--- src/rtl/muldiv_pkg.sv ---
// Shared definitions for the multiply/divide engine: command codes, FSM states
// and the divide latency.
package muldiv_pkg;

  typedef enum logic [3:0] {
    OP_MULT  = 4'd0,
    OP_MULTU = 4'd1,
    OP_DIV   = 4'd2,
    OP_DIVU  = 4'd3,
    OP_MADD  = 4'd4,
    OP_MADDU = 4'd5,
    OP_MSUB  = 4'd6,
    OP_MSUBU = 4'd7,
    OP_MTHI  = 4'd8,
    OP_MTLO  = 4'd9
  } op_t;

  typedef enum logic [1:0] {
    IDLE = 2'd0,
    MUL  = 2'd1,
    DIV  = 2'd2,
    FIX  = 2'd3
  } state_t;

  localparam int W_DEFAULT = 32;

  function automatic int div_lat(input int w);
    return w + 1;
  endfunction

  // W restoring steps plus one sign-fix cycle
  localparam int DIV_LAT = div_lat(W_DEFAULT);

  function automatic logic is_signed_op(input op_t o);
    return (o == OP_MULT) || (o == OP_DIV) || (o == OP_MADD) || (o == OP_MSUB);
  endfunction

  function automatic logic is_mul_op(input op_t o);
    return (o == OP_MULT) || (o == OP_MULTU) || (o == OP_MADD) ||
           (o == OP_MADDU) || (o == OP_MSUB) || (o == OP_MSUBU);
  endfunction

  function automatic logic is_div_op(input op_t o);
    return (o == OP_DIV) || (o == OP_DIVU);
  endfunction

endpackage

--- src/rtl/muldiv_div_core.sv ---
// Iterative restoring radix-2 divider on operand magnitudes, followed by one
// cycle in which the quotient/remainder signs are applied.
module muldiv_div_core
  import muldiv_pkg::*;
#(
  parameter int W = 32
) (
  input  logic         clk,
  input  logic         reset,
  input  logic         start,
  input  logic         flush,
  input  logic         is_signed,
  input  logic [W-1:0] dividend,
  input  logic [W-1:0] divisor,
  output logic         busy,
  output logic         last_step,
  output logic         valid,
  output logic [W-1:0] quot,
  output logic [W-1:0] rem
);

  localparam int CW = $clog2(W + 1);

  state_t        phase, phase_nxt;
  logic [CW-1:0] cnt;
  logic [W-1:0]  q_mag, r_mag, d_mag;
  logic          q_neg, r_neg;
  logic [W:0]    shifted, diff;

  function automatic logic [W-1:0] mag(input logic [W-1:0] x, input logic s);
    return (s && x[W-1]) ? -x : x;
  endfunction

  // diff[W] set means the trial subtraction borrowed, so the remainder is restored
  assign shifted = {r_mag, q_mag[W-1]};
  assign diff    = shifted - {1'b0, d_mag};

  always_comb begin
    phase_nxt = phase;
    case (phase)
      IDLE:    if (start) phase_nxt = DIV;
      DIV: begin
        if (flush)                 phase_nxt = IDLE;
        else if (cnt == CW'(1))    phase_nxt = FIX;
      end
      FIX:     phase_nxt = IDLE;
      default: phase_nxt = IDLE;
    endcase
  end

  always_ff @(posedge clk) begin
    if (reset) begin
      phase <= IDLE;
      cnt   <= '0;
      q_mag <= '0;
      r_mag <= '0;
      d_mag <= '0;
      q_neg <= 1'b0;
      r_neg <= 1'b0;
    end else begin
      phase <= phase_nxt;
      if (phase == IDLE && start) begin
        cnt   <= CW'(W);
        q_mag <= mag(dividend, is_signed);
        r_mag <= '0;
        d_mag <= mag(divisor, is_signed);
        q_neg <= is_signed && (dividend[W-1] ^ divisor[W-1]);
        r_neg <= is_signed && dividend[W-1];
      end else if (phase == DIV) begin
        if (flush) begin
          cnt <= '0;
        end else begin
          cnt   <= cnt - CW'(1);
          q_mag <= {q_mag[W-2:0], ~diff[W]};
          r_mag <= diff[W] ? shifted[W-1:0] : diff[W-1:0];
        end
      end
    end
  end

  assign busy      = (phase != IDLE);
  assign last_step = (phase == DIV) && (cnt == CW'(1));
  assign valid     = (phase == FIX);
  // most-negative / -1 yields magnitude 2^(W-1) with positive sign, which is most-negative again
  assign quot      = q_neg ? -q_mag : q_mag;
  assign rem       = r_neg ? -r_mag : r_mag;

endmodule

--- src/rtl/muldiv_engine.sv ---
// HI/LO multiply/divide unit: fixed-latency multiply path, iterative divider,
// direct HI/LO moves.
//   state | meaning
//   IDLE  | accepting commands, MTHI/MTLO and divide-by-zero complete here
//   MUL   | product held, counting down MUL_LAT cycles to commit
//   DIV   | divider core running its W magnitude steps
//   FIX   | divider applying signs, HI/LO commit at the end of this cycle
module muldiv_engine
  import muldiv_pkg::*;
#(
  parameter int W       = 32,
  parameter int MUL_LAT = 5
) (
  input  logic         clk,
  input  logic         reset,
  input  logic         start,
  input  logic [3:0]   op,
  input  logic [W-1:0] src_a,
  input  logic [W-1:0] src_b,
  input  logic         flush,
  output logic         busy,
  output logic         done,
  output logic [W-1:0] hi,
  output logic [W-1:0] lo
);

  localparam int MCW = $clog2(MUL_LAT + 1);

  state_t           state, state_nxt;
  op_t              cmd;
  logic [MCW-1:0]   mul_cnt;
  logic [2*W-1:0]   ext_a, ext_b, prod, hilo, mul_val, mul_res;
  logic             accept, acc_mul, acc_div, acc_div0, acc_mthi, acc_mtlo;
  logic             mul_commit, div_commit;
  logic             div_busy, div_last, div_valid;
  logic [W-1:0]     div_quot, div_rem;

  assign cmd      = op_t'(op);
  assign busy     = (state != IDLE);
  assign accept   = start && !busy && !flush;
  assign acc_mul  = accept && is_mul_op(cmd);
  assign acc_div  = accept && is_div_op(cmd) && (src_b != '0);
  assign acc_div0 = accept && is_div_op(cmd) && (src_b == '0);
  assign acc_mthi = accept && (cmd == OP_MTHI);
  assign acc_mtlo = accept && (cmd == OP_MTLO);

  // extend to 2W so a single truncated product serves both signed and unsigned ops
  assign ext_a = is_signed_op(cmd) ? {{W{src_a[W-1]}}, src_a} : {{W{1'b0}}, src_a};
  assign ext_b = is_signed_op(cmd) ? {{W{src_b[W-1]}}, src_b} : {{W{1'b0}}, src_b};
  assign prod  = ext_a * ext_b;
  assign hilo  = {hi, lo};

  always_comb begin
    mul_val = prod;
    case (cmd)
      OP_MADD, OP_MADDU: mul_val = hilo + prod;
      OP_MSUB, OP_MSUBU: mul_val = hilo - prod;
      default:           mul_val = prod;
    endcase
  end

  muldiv_div_core #(.W(W)) u_div (
    .clk       (clk),
    .reset     (reset),
    .start     (acc_div),
    .flush     (flush),
    .is_signed (is_signed_op(cmd)),
    .dividend  (src_a),
    .divisor   (src_b),
    .busy      (div_busy),
    .last_step (div_last),
    .valid     (div_valid),
    .quot      (div_quot),
    .rem       (div_rem)
  );

  always_comb begin
    state_nxt  = state;
    mul_commit = 1'b0;
    div_commit = 1'b0;
    case (state)
      IDLE: begin
        if (acc_mul)      state_nxt = MUL;
        else if (acc_div) state_nxt = DIV;
      end
      MUL: begin
        if (flush) begin
          state_nxt = IDLE;
        end else if (mul_cnt == MCW'(1)) begin
          mul_commit = 1'b1;
          state_nxt  = IDLE;
        end
      end
      DIV: begin
        if (flush)          state_nxt = IDLE;
        else if (div_last)  state_nxt = FIX;
        else if (!div_busy) state_nxt = IDLE;
      end
      FIX: begin
        div_commit = div_valid && !flush;
        state_nxt  = IDLE;
      end
      default: state_nxt = IDLE;
    endcase
  end

  always_ff @(posedge clk) begin
    if (reset) begin
      state   <= IDLE;
      mul_cnt <= '0;
      mul_res <= '0;
      hi      <= '0;
      lo      <= '0;
      done    <= 1'b0;
    end else begin
      state <= state_nxt;
      done  <= mul_commit || div_commit || acc_div0;
      if (acc_mul) begin
        mul_cnt <= MCW'(MUL_LAT);
        mul_res <= mul_val;
      end else if (state == MUL) begin
        mul_cnt <= (flush || mul_commit) ? '0 : mul_cnt - MCW'(1);
      end
      if (mul_commit) begin
        {hi, lo} <= mul_res;
      end else if (div_commit) begin
        hi <= div_rem;
        lo <= div_quot;
      end else begin
        if (acc_mthi) hi <= src_a;
        if (acc_mtlo) lo <= src_a;
      end
    end
  end

endmodule
--- config.mk ---
export PLATFORM = sky130hd
export DESIGN_NAME = muldiv_engine
export DESIGN_NICKNAME = d
export VERILOG_FILES = /design/src/rtl/muldiv_pkg.sv /design/src/rtl/muldiv_div_core.sv /design/src/rtl/muldiv_engine.sv
export SDC_FILE = /design/constraint.sdc
export NUM_CORES = 2
export LEC_CHECK = 0
export BUFFER_PORTS_ARGS = -buffer_cell sky130_fd_sc_hd__buf_4
export CORE_ASPECT_RATIO = 2
export CORE_UTILIZATION = 60
export CTS_CLUSTER_DIAMETER = 50
export DETAILED_ROUTE_END_ITERATION = 6
export PLACE_DENSITY = 0.8
export SETUP_SLACK_MARGIN = 0.1
export SLEW_MARGIN = 20
export SYNTH_ARGS = -nofsm -noshare
export SYNTH_HDL_FRONTEND = slang
export SYNTH_SLANG_ARGS = --single-unit
--- constraint.sdc ---
create_clock -name clk -period 15.9 [get_ports clk]
set_input_delay 2.385 -clock clk [delete_from_list [all_inputs] [get_ports clk]]
set_output_delay 2.385 -clock clk [all_outputs]
set_load 0.005 [all_outputs]
==> reports/results.tsv, run 1 <==
metric	value	unit
status	aborted with a tool error	
Failed at	global routing (5_1_grt)	
Err	[ERROR GRT-0116] Global routing finished with congestion. Check the congestion regions in the DRC Viewer.	
Post-synth top cells	inv_1 (1650), fa_1 (1426), nand2_1 (982), nor2_1 (452), ha_1 (407)	
Yosys top cell area share	42.47	%
most numerous cell in the Yosys netlist	inv_1	
CTS root buf	clkbuf_16	
Top FF cell, synth	dfxtp_1	
ranking of synthesized cells by area	fa_1 (42%), inv_1 (9.2%), ha_1 (7.6%), dfxtp_1 (7.1%), nand2_1 (5.5%)	
overall routing resource usage	52.39	%
first-pass GRT wire length	425.4	mm
fraction of registers with async set/reset	0	%
I/O pins	138	
row count	173	
largest buffer count on any clock path	3	
Synth Register Bits	240	
H-Tree Depth	1	
Overflow after GRT	7	
Yosys cell types	90	
maximum number of pins on one net before global-route repair	96	
syn avg cell area	8.557	um2
buffer count from post-CTS setup fixing	0	
CTS Buf Count	24	
port bufs	137	
top cell type by total area after synthesis	fa_1	
Clock Sinks	240	
Final GP Congestion	1.063	
syn nets	9760	
Post-synth EDFFs	0	
vias in the first global route	65790	
Starting Density	60.53	%
post-synthesis sequential area ratio	7.148	%
CTS hold repair buffers	0	
die extent in y	475.3	um
cts repair resizes	0	
YS warnings	0	
cell count after synthesis	7855	
synthesized area	67210	um2
Post-DP HPWL	210.9	mm
Die W	238.7	um
## metal layers
layer / overflow / GRT usage [%]
met4: 2 / 59.05
met5: 0 / 0.8658
met2: 5 / 81.23
met3: 0 / 20.48
met1: 0 / 49.88
## metrics by stage
| step | cell area [um2] | instances | hold slack (ns) | util [%] | worst slack [ns] |
|---|---|---|---|---|---|
| CTS | 70350 | 9214 | 0.4532 | 63.35 | 0.7503 |
| floorplan | 67210 | 7855 | 0.4254 | - | 0.8378 |
| detailed placement | 69500 | 9170 | 0.4454 | 62.59 | 0.1943 |
| global placement | 69500 | 9170 | 0.4399 | 62.59 | 0.2077 |
## logic make-up after synthesis
family,Yosys count,synth area share (%)
fa+ha+maj,1837,50.11
mux,23,0.3462
compound gates,1092,10.80
buf+inv,2093,11.72
flops,240,7.148
simple gates,2198,15.03
xor+xnor,372,4.847
==> run 2: changes to the inputs <==
--- a/config.mk
+++ b/config.mk
@@ -6,12 +6,9 @@
 export NUM_CORES = 2
 export LEC_CHECK = 0
 export BUFFER_PORTS_ARGS = -buffer_cell sky130_fd_sc_hd__buf_4
-export CORE_ASPECT_RATIO = 2
-export CORE_UTILIZATION = 60
-export CTS_CLUSTER_DIAMETER = 50
+export CORE_UTILIZATION = 40
 export DETAILED_ROUTE_END_ITERATION = 6
-export PLACE_DENSITY = 0.8
-export SETUP_SLACK_MARGIN = 0.1
+export PLACE_DENSITY_LB_ADDON = 0.15
 export SLEW_MARGIN = 20
 export SYNTH_ARGS = -nofsm -noshare
 export SYNTH_HDL_FRONTEND = slang
==> constraint.sdc (replaced) <==
create_clock -name clk -period 20.7 [get_ports clk]
set_input_delay 3.105 -clock clk [delete_from_list [all_inputs] [get_ports clk]]
set_output_delay 3.105 -clock clk [all_outputs]
set_load 0.005 [all_outputs]
==> reports/results.tsv, run 2 <==
metric	value	unit
post-synthesis sequential area ratio	7.148	%
final setup vio count	0	
Buf/Inv on CP	5	
Worst setup SP type	input port	
syn nets	9760	
largest buffer count on any clock path	3	
Die W	411.9	um
Reg2Reg Capture Point	mul_res[60]$_SDFFE_PP0P_	
first-pass GRT wire length	360.2	mm
reg2reg setup slack	15.54	ns
CTS Buf Count	31	
worst hold-check path type	reg2reg	
Yosys top cell area share	42.47	%
H-Tree Depth	1	
most numerous cell in the Yosys netlist	inv_1	
largest register by flop count	mul_res	
Post-synth top cells	inv_1 (1650), fa_1 (1426), nand2_1 (982), nor2_1 (452), ha_1 (407)	
layout cells sized above 1	4.179	%
CTS root buf	clkbuf_16	
post-layout min period	17.19	ns
Area Overhead vs Synth	5.512	%
uppermost layer routed	met5	
cell family with most CP delay	adder cells	
drt initial violations	4018	
vias in the first global route	56770	
most frequent cells in the layout	inv_1 (1650), fa_1 (1426), nand2_1 (982), nor2_1 (448), ha_1 (407)	
most frequent CP cell	fa_1	
Overflow after GRT	0	
CP required	21.21	ns
CTS hold repair buffers	0	
fin crit share	83.04	%
Post-DP HPWL	187.5	mm
fraction of registers with async set/reset	0	%
maximum number of pins on one net before global-route repair	92	
die area	169700	um2
buffer count from post-CTS setup fixing	0	
row count	150	
final WL	235.1	mm
synthesized area	67210	um2
YS warnings	0	
syn avg cell area	8.557	um2
clock skew	0.01925	ns
Achievable Freq	58.17	MHz
slowest CP cell	o31ai_1	
cell count after synthesis	7855	
status	finished clean	
detailed-route DRC error count	0	
met3 routed WL	12.60	mm
Hold Violations, Final	0	
top cell type by total area after synthesis	fa_1	
setup_tns	0	ns
Clock Sinks	240	
Via Count	53170	
Starting Density	40.24	%
Core ar.	167000	um2
Clk Latency, worst-skew pair	0.62	ns
Max-Cap Viols	0	
Arr. time, crit path	17.70	ns
WL met1	100.1	mm
Critical R2R Launch	lo[0]$_SDFFE_PP0P_	
Slew HR	15.41	%
worst-margin pin slew	1.265	ns
clock slew at reported path FFs	0.06	ns
Yosys cell types	90	
ranking of synthesized cells by area	fa_1 (42%), inv_1 (9.2%), ha_1 (7.6%), dfxtp_1 (7.1%), nand2_1 (5.5%)	
port bufs	137	
hold wc startpoint	u_div.d_mag[30]$_SDFFE_PP0P_	
Max Transition Viols Final	0	
DR pass1 iterations	6	
Antenna Nets Post-Route	0	
Hold EP	u_div.d_mag[30]$_SDFFE_PP0P_	
initial antenna violation count	14	
die extent in y	411.9	um
DR vias/cell	5.387	
I/O pins	138	
Setup CP Type	in2reg	
RSZ-0062 raised after global routing	false	
Top FF cell, synth	dfxtp_1	
WL met2	112.1	mm
CTS tree	done	
wire per inst	23.81	um
worst r2r path cells	20	
number of flip-flops in the largest register	64	
nets	9542	
cts repair resizes	0	
Setup crit end kind	flop	
Hold Path Depth	2	
Post-synth EDFFs	0	
overall routing resource usage	28.28	%
commonest non-fill, non-tap cell in the layout	inv_1	
Final GP Congestion	0.9493	
CP Max Fanout	29	
Synth Register Bits	240	
CP peak stage delay	0.78	ns
run 2: cell counts after synthesis:
No cell type changed its count.
run 2: how the worst max path moves through the flow:
stage                    from                       end  slack (ns)  depth (start not counted)
finish              src_a[31]  mul_res[63]$_SDFFE_PP0P_        3.51                         43
floorplan               op[3]  mul_res[63]$_SDFFE_PP0P_        4.92                         47
detailed placement  src_a[31]  mul_res[63]$_SDFFE_PP0P_        3.07                         43
CTS                 src_a[31]  mul_res[63]$_SDFFE_PP0P_        3.68                         43
global route        src_a[31]  mul_res[63]$_SDFFE_PP0P_        2.77                         43
global placement    src_a[31]  mul_res[63]$_SDFFE_PP0P_        2.95                         43
run 2: worst register-to-register path: stages (launching register included):
cell and delay (ns):
dfxtp_1 0.41, inv_1 0.10, ha_1 0.17, inv_1 0.06
fa_1 0.44, a21oi_1 0.19, o21bai_1 0.15, a211oi_1 0.47
o2111ai_1 0.28, a211oi_1 0.54, o211ai_1 0.32, a21oi_1 0.21
buf_4 0.17, a31o_2 0.16, o21ai_0 0.16, a221o_1 0.39
a21oi_1 0.27, o21ai_0 0.15, xor2_1 0.16, a21oi_1 0.16
nor3_1 0.06
run 2: area by class of cell:
type | instances | area [um2]
fillers | 17030 | 96120
multi-input cells | 5522 | 54640
inverters | 1650 | 6193
flip-flops and latches | 240 | 4805
well taps | 2204 | 2758
repair buffers | 192 | 1445
clock buffers | 45 | 928.4
clock inverters | 9 | 126.4
diodes | 9 | 22.52
run 2: stage by stage:
stage	utilization, %	setup WS [ns]	std cells	hold slack [ns]	cell area, um2
after floorplan	-	4.918	7855	0.4254	67210
after global placement	41.79	2.954	9808	0.4408	69810
after detailed placement	41.81	3.065	9808	0.4475	69830
after CTS	42.44	3.682	9862	0.4562	70880
after global routing	42.45	2.773	9863	0.4836	70900
final	42.46	3.510	9871	0.4536	70920
run 2: per-layer routing:
metal	vias up	GRT usage (%)
met1	27460	37.53
met2	1603	48.30
met3	356	2.357
met5	-	0
li1	23750	-
met4	6	9.860
run 2: cells by family (layout without fill, tap and decap cells):
family | count (synthesis) | after routing | synth area share, %
XOR/XNOR | 372 | 372 | 4.847
multiplexers | 23 | 23 | 0.3462
buffers and inverters | 2093 | 1896 | 11.72
AND/OR/NAND/NOR | 2198 | 2198 | 15.03
other | 0 | 9 | 0
adder cells (fa/ha/maj) | 1837 | 1837 | 50.11
flip-flops | 240 | 240 | 7.148
AO/OA/AOI/OAI | 1092 | 1092 | 10.80
Power of run 2 is left out: the tool's default activity adds up to more than one toggle a clock period on the data nets, which glitch-free logic cannot reach.
